[config.mk]
export PLATFORM = sky130hd
export DESIGN_NAME = freq_gen_nco
export DESIGN_NICKNAME = d
export VERILOG_FILES = /design/src/rtl/freq_gen_nco.sv
export SDC_FILE = /design/constraint.sdc
export NUM_CORES = 1
export LEC_CHECK = 0
export ABC_CLOCK_PERIOD_IN_PS = 3700
export CAP_MARGIN = 40
export CORE_ASPECT_RATIO = 0.6
export CORE_MARGIN = 3
export CORE_UTILIZATION = 36
export CTS_CLUSTER_SIZE = 24
export DETAILED_ROUTE_END_ITERATION = 6
export GPL_TIMING_DRIVEN = 0
export PLACE_DENSITY = 0.65
export SLEW_MARGIN = 20
export SYNTH_ARGS = -nofsm -noshare
export SYNTH_HDL_FRONTEND = slang
export SYNTH_SLANG_ARGS = --single-unit
[constraint.sdc]
create_clock -name sys_clk -period 3.7 [get_ports sys_clk]
set_input_delay 0.37 -clock sys_clk [delete_from_list [all_inputs] [get_ports sys_clk]]
set_output_delay 0.37 -clock sys_clk [all_outputs]
set_load 0.005 [all_outputs]
[src/rtl/freq_gen_nco.sv]
// freq_gen_nco: programmable square-wave test-clock generator.
// A requested frequency in Hz is converted to a phase increment by a
// sequential restoring divider. The increment then drives a phase-accumulator
// NCO in the sys_clk domain.
//
// Ports:
//   sys_clk, sys_rst   standard clock, synchronous active-high reset
//   freq_set[_valid]   requested frequency (Hz) and request strobe
//   freq_set_ready     high only in IDLE; a request is accepted on valid&&ready
//   gen_en             NCO enable; 0 holds accumulator and clk_out at 0
//   clk_out            generated square wave (registered accumulator MSB)
//   freq_active        frequency currently applied
//   inc_active         phase increment currently applied
//   busy               a request is in CHECK, DIV or APPLY
//   err_range          one-cycle pulse when a request exceeds CLK_STAND_FREQ/2
//
// Build option FREQ_GEN_EDGE_CNT_EN adds edge_cnt_clr (in) and edge_cnt[47:0]
// (out), a wrapping count of clk_out rising edges.
module freq_gen_nco #(
  parameter int unsigned CLK_STAND_FREQ = 100_000_000,
  parameter int unsigned FREQ_W         = 34,
  parameter int unsigned ACC_W          = 32
) (
  input  logic              sys_clk,
  input  logic              sys_rst,
  input  logic [FREQ_W-1:0] freq_set,
  input  logic              freq_set_valid,
  output logic              freq_set_ready,
  input  logic              gen_en,
  output logic              clk_out,
  output logic [FREQ_W-1:0] freq_active,
  output logic [ACC_W-1:0]  inc_active,
  output logic              busy,
  output logic              err_range
`ifdef FREQ_GEN_EDGE_CNT_EN
  ,
  input  logic              edge_cnt_clr,
  output logic [47:0]       edge_cnt
`endif
);

  localparam int unsigned DIVD_W = FREQ_W + ACC_W;
  localparam int unsigned REM_W  = $clog2(CLK_STAND_FREQ) + 1;
  localparam int unsigned CNT_W  = $clog2(DIVD_W);

  localparam logic [FREQ_W-1:0] HALF_FREQ = FREQ_W'(CLK_STAND_FREQ / 2);
  localparam logic [REM_W:0]    DIVISOR   = (REM_W + 1)'(CLK_STAND_FREQ);
  localparam logic [CNT_W-1:0]  LAST_STEP = CNT_W'(DIVD_W - 1);

  localparam logic [1:0] ST_IDLE  = 2'd0;
  localparam logic [1:0] ST_CHECK = 2'd1;
  localparam logic [1:0] ST_DIV   = 2'd2;
  localparam logic [1:0] ST_APPLY = 2'd3;

  logic [1:0]        state_q,    state_d;
  logic [FREQ_W-1:0] freq_req_q, freq_req_d;
  logic [DIVD_W-1:0] dvd_q,      dvd_d;
  logic [REM_W-1:0]  rem_q,      rem_d;
  logic [ACC_W-1:0]  quo_q,      quo_d;
  logic [CNT_W-1:0]  cnt_q,      cnt_d;
  logic [ACC_W-1:0]  acc_q,      acc_d;
  logic [ACC_W-1:0]  inc_q,      inc_d;
  logic [FREQ_W-1:0] freq_act_q, freq_act_d;
  logic              clk_out_q,  clk_out_d;
  logic              ready_q,    ready_d;
  logic              busy_q,     busy_d;
  logic              err_q,      err_d;

  logic [REM_W:0]    trial;
  logic              trial_ge;
  logic [ACC_W:0]    acc_sum;
  logic              acc_wrap;

  // Next-state logic: request FSM, restoring divider and NCO.
  always_comb begin
    state_d    = state_q;
    freq_req_d = freq_req_q;
    dvd_d      = dvd_q;
    rem_d      = rem_q;
    quo_d      = quo_q;
    cnt_d      = cnt_q;
    inc_d      = inc_q;
    freq_act_d = freq_act_q;
    err_d      = 1'b0;

    // One restoring step: bring in the next dividend bit, subtract if it fits.
    trial    = {rem_q, dvd_q[DIVD_W-1]};
    trial_ge = (trial >= DIVISOR);

    // Carry out of the accumulator add marks the wrap cycle.
    acc_sum  = {1'b0, acc_q} + {1'b0, inc_q};
    acc_wrap = acc_sum[ACC_W];

    case (state_q)
      ST_IDLE: begin
        if (freq_set_valid) begin
          freq_req_d = freq_set;
          state_d    = ST_CHECK;
        end
      end
      ST_CHECK: begin
        if (freq_req_q > HALF_FREQ) begin
          err_d   = 1'b1;
          state_d = ST_IDLE;
        end else if (freq_req_q == '0) begin
          quo_d   = '0;
          state_d = ST_APPLY;
        end else begin
          dvd_d   = {freq_req_q, ACC_W'(0)};
          rem_d   = '0;
          quo_d   = '0;
          cnt_d   = '0;
          state_d = ST_DIV;
        end
      end
      ST_DIV: begin
        dvd_d = dvd_q << 1;
        rem_d = trial_ge ? REM_W'(trial - DIVISOR) : REM_W'(trial);
        // Only the low ACC_W quotient bits are kept; upper bits are always 0.
        quo_d = {quo_q[ACC_W-2:0], trial_ge};
        if (cnt_q == LAST_STEP) begin
          state_d = ST_APPLY;
        end else begin
          cnt_d = cnt_q + CNT_W'(1);
        end
      end
      ST_APPLY: begin
        // Swap increments on a wrap so the current cycle completes cleanly.
        if ((inc_q == '0) || !gen_en || acc_wrap) begin
          inc_d      = quo_q;
          freq_act_d = freq_req_q;
          state_d    = ST_IDLE;
        end
      end
      default: state_d = ST_IDLE;
    endcase

    acc_d     = gen_en ? acc_sum[ACC_W-1:0] : '0;
    clk_out_d = gen_en & acc_q[ACC_W-1];
    ready_d   = (state_d == ST_IDLE);
    busy_d    = (state_d != ST_IDLE);
  end

  // State registers.
  always_ff @(posedge sys_clk) begin
    if (sys_rst) begin
      state_q    <= ST_IDLE;
      freq_req_q <= '0;
      dvd_q      <= '0;
      rem_q      <= '0;
      quo_q      <= '0;
      cnt_q      <= '0;
      acc_q      <= '0;
      inc_q      <= '0;
      freq_act_q <= '0;
      clk_out_q  <= 1'b0;
      ready_q    <= 1'b1;
      busy_q     <= 1'b0;
      err_q      <= 1'b0;
    end else begin
      state_q    <= state_d;
      freq_req_q <= freq_req_d;
      dvd_q      <= dvd_d;
      rem_q      <= rem_d;
      quo_q      <= quo_d;
      cnt_q      <= cnt_d;
      acc_q      <= acc_d;
      inc_q      <= inc_d;
      freq_act_q <= freq_act_d;
      clk_out_q  <= clk_out_d;
      ready_q    <= ready_d;
      busy_q     <= busy_d;
      err_q      <= err_d;
    end
  end

`ifdef FREQ_GEN_EDGE_CNT_EN
  logic [47:0] edge_cnt_q, edge_cnt_d;

  // Rising edge is seen when clk_out is about to go 0->1; clear has priority.
  always_comb begin
    edge_cnt_d = edge_cnt_q;
    if (edge_cnt_clr) begin
      edge_cnt_d = '0;
    end else if (clk_out_d && !clk_out_q) begin
      edge_cnt_d = edge_cnt_q + 48'(1);
    end
  end

  always_ff @(posedge sys_clk) begin
    if (sys_rst) begin
      edge_cnt_q <= '0;
    end else begin
      edge_cnt_q <= edge_cnt_d;
    end
  end

  assign edge_cnt = edge_cnt_q;
`else
  // Edge counter not built.
`endif

  assign freq_set_ready = ready_q;
  assign clk_out        = clk_out_q;
  assign freq_active    = freq_act_q;
  assign inc_active     = inc_q;
  assign busy           = busy_q;
  assign err_range      = err_q;

endmodule

==> flow_metrics.tcl <==
set metrics [dict create \
    port-buffer-count 106 \
    hp-class "primary input to flip-flop" \
    syn_area_um2 10700 \
    crit_buf_inv 2 \
    wire_per_inst_um 17.2 \
    intPower_mw 3.99 \
    power_leakage_nw 4.51 \
    seqPwrFrac_pct 50.9 \
    startpoint_type "flip-flop" \
    antenna_found_initial 0 \
    yosys_warnings 0 \
    status "finished clean" \
    seq_area_um2 4780 \
    slew_violations 0 \
    max_freq_ghz 0.291 \
    fin_crit_sh_pct 92.8 \
    grt_overflow 0 \
    arrival_ns 3.87 \
    comb_power_share_pct 7.3 \
    synth_edf_count 0 \
    r2r_start "inc_active[30]" \
    final_area_um2 13000 \
    cts_sinks 239 \
    crit_top_cell "clkbuf_1" \
    cp_max_fo 10 \
    path_cells "nor4_1 -> nand4_1 -> o221ai_1 -> nand3_1 -> o31ai_1 -> clkbuf_1 -> clkbuf_1 -> o21ai_0 -> a21oi_1" \
    dpl_cell_area_um2 12300 \
    hold_viol 0 \
    async_reset_ff_share_pct 0 \
    yosysSeqAreaShare_pct 44.6 \
    grt_pass1_wl_um 50500 \
    endpoint_kind "flip-flop" \
    vias 10100 \
    first_global_vias 9191 \
    routed_via_density 5.47 \
    cts_root_buffer "clkbuf_16" \
    drt.antenna.violating_nets 0 \
    ys.flop_type "dfxtp_1" \
    drtPass1Iterations 5 \
    multiInputGateArea_um2 5510 \
    die_area_um2 32000 \
    io_pins 108 \
    worstMarginPinSlew_ns 0.965 \
    syn_to_final_growth_pct 21.0 \
    fp-row-count 48 \
    timing.slew.headroom_pct 35.1 \
    drt-total-wl_um 31900 \
    crit_family "simple AND/OR/NAND/NOR gates" \
    grt_max_degree 15 \
    syn_nets 1383 \
    clkTransAtPathRegs_ns 0.06 \
    place.gp.congestion 0.878 \
    tns_ns 0 \
    p_sw_share_pct 24.7 \
    synth-seq-cells 239 \
    synthCells 1308 \
    dp_hpwl_um 23700 \
    clockPowerShare_pct 41.8 \
    syn_avg_cell_area_um2 8.20 \
    critPathKind "flip-flop to flip-flop" \
    power_density_nw_per_um2 408 \
    gr-usage-all-layers_pct 19.2 \
    cts_max_level 1 \
    core_area_um2 29100 \
    cts_resized 0 \
    min_from "freq_set[30]" \
    rsz0062_at_grt "no" \
    start_util_pct 36.9 \
    critPathLaunch "inc_active[30]" \
    required_ns 4.14 \
    die_h_um 140 \
    crit_slowest_cell "nor4_1" \
    fillers 2912 \
    fin_cells 1852 \
    clkLatencyLatePin_ns 0.54 \
    setup_violations 0 \
    drv_cap 0 \
    min_path_cells 3 \
    cts_tree "yes" \
    nets 1514 \
    slowest_delay_ns 0.87 \
    fin_skew_ns 0.0310 \
    r2r_cells 9 \
    ctsHoldBuffers 0 \
    initialDrtViolationCount 924 \
    antenna_cells 0 \
    drive_above_1_share_pct 4.34 \
    fp.dieW_um 229 \
    drc 0 \
    period_needed_ns 3.43 \
    irDropWorstVdd_mv 0.254 \
    path_depth 9 \
    post_cts_buffers 0 \
    p_switching_mw 1.31 \
    cts_made_buffers 23 \
    place_inst 1814 \
    clock_tree.buffer_depth 3 \
    synth_cell_types 65 \
]
-- sequential cells by signal, indices dropped and copies added, names as in the netlist --
signal	count
clk_out	1
freq_req_q	34
err_range	1
inc_active	32
state_q	2
cnt_q	7
busy	1
acc_q	32
freq_set_ready	1
quo_q	32
dvd_q	34
rem_q	28
freq_active	34
-- worst paths after layout --
check	end	slack, ns
max reg2reg	freq_active[4]	0.27
min reg2reg	dvd_q[32]	0.46
max	freq_active[4]	0.27
min	freq_req_q[30]	0.38
-- layout make-up --
class / instances / area share, %
multi-input cells: 964 / 42.5
flip-flops and latches: 239 / 36.9
repair buffers: 106 / 8.18
clock buffers: 33 / 4.96
well taps: 400 / 3.86
plain buffers: 88 / 2.88
inverters: 17 / 0.492
clock inverters: 5 / 0.308
-- synth_stat cells, types with 14 or more instances --
master    instances  area share, %
dfxtp_1         239             45
nand2_1         167            5.8
a21oi_1         139            6.5
nor2_1          130            4.5
nand3_1          87            4.1
o21ai_0          81            3.8
clkbuf_1         64            2.2
a22oi_1          50            3.5
ha_1             36            4.2
xor2_1           27            2.2
a311oi_1         24            2.0
nor3_1           21           0.98
nor4_1           21            1.2
a21o_1           17            1.2
inv_1            17           0.59
o21ai_1          17           0.79
xnor2_1          15            1.2
buf_2            14           0.65
-- cell families after synthesis --
| kind of cell | count (synthesis) | synth area share (%) |
|---|---|---|
| adder cells (fa/ha/maj) | 37 | 4.38 |
| XOR/XNOR | 42 | 3.43 |
| AND/OR/NAND/NOR | 495 | 21.1 |
| flip-flops | 239 | 44.6 |
| multiplexers | 3 | 0.280 |
| buffers and inverters | 105 | 4.08 |
| AO/OA/AOI/OAI | 387 | 22.1 |
-- per-layer routing --
layer | share of wire [%] | wire (um) | global-route usage [%]
met2 | 36 | 11600 | 24.3
met3 | 8.0 | 2550 | 3.97
met4 | 1.8 | 563 | 4.25
met5 | 0 | 0 | 0
met1 | 54 | 17200 | 31.9
-- worst reg2reg max path: cells and delay by family (launching register included) --
family | cells | cell delay (ns)
and+or+nand+nor | 3 | 1.22
AOI/OAI and AO/OA | 4 | 0.76
buffers and inverters | 2 | 0.96
DFF | 1 | 0.42
-- metrics by stage --
| stage | setup slack (ns) | utilization, % | total power, mW | hold slack (ns) |
|---|---|---|---|---|
| 2_1_floorplan | 1.10 | - | 2.97 | 0.432 |
| 6_report | 0.268 | 44.6 | 5.30 | 0.385 |
| 3_3_place_gp | 0.372 | 42.3 | 3.13 | 0.447 |
| 3_5_place_dp | 0.284 | 42.3 | 3.13 | 0.453 |
| 4_1_cts | 0.253 | 44.6 | 5.33 | 0.368 |
| 5_1_grt | 0.0715 | 44.6 | 5.50 | 0.390 |
-- cell usage in the layout (no fill, tap or decap), types with 12 or more instances in the layout --
master           netlist  layout
clkbuf_1              64      71
a21o_1                17      17
nor2_1               130     130
buf_2                 14      14
clkbuf_16              0      23
inv_1                 17      17
nand3_1               87      87
dfxtp_1              239     239
nand4_1               12      12
o21ai_1               17      17
nor4_1                21      21
a21oi_1              139     139
a311oi_1              24      24
nand2_1              167     167
clkdlybuf4s50_1        0     106
ha_1                  36      36
xnor2_1               15      15
nor3_1                21      21
o21ai_0               81      81
a22oi_1               50      50
xor2_1                27      27
-- power groups by stage --
stage	clock, mW	sequential [mW]	combinational [mW]
after CTS	2.25	2.69	0.382
after global placement	0	2.75	0.375
final	2.21	2.70	0.387
after global routing	2.37	2.70	0.426
after floorplan	0	2.73	0.240
after detailed placement	0	2.75	0.381
Power figures use the tool's default switching activity.
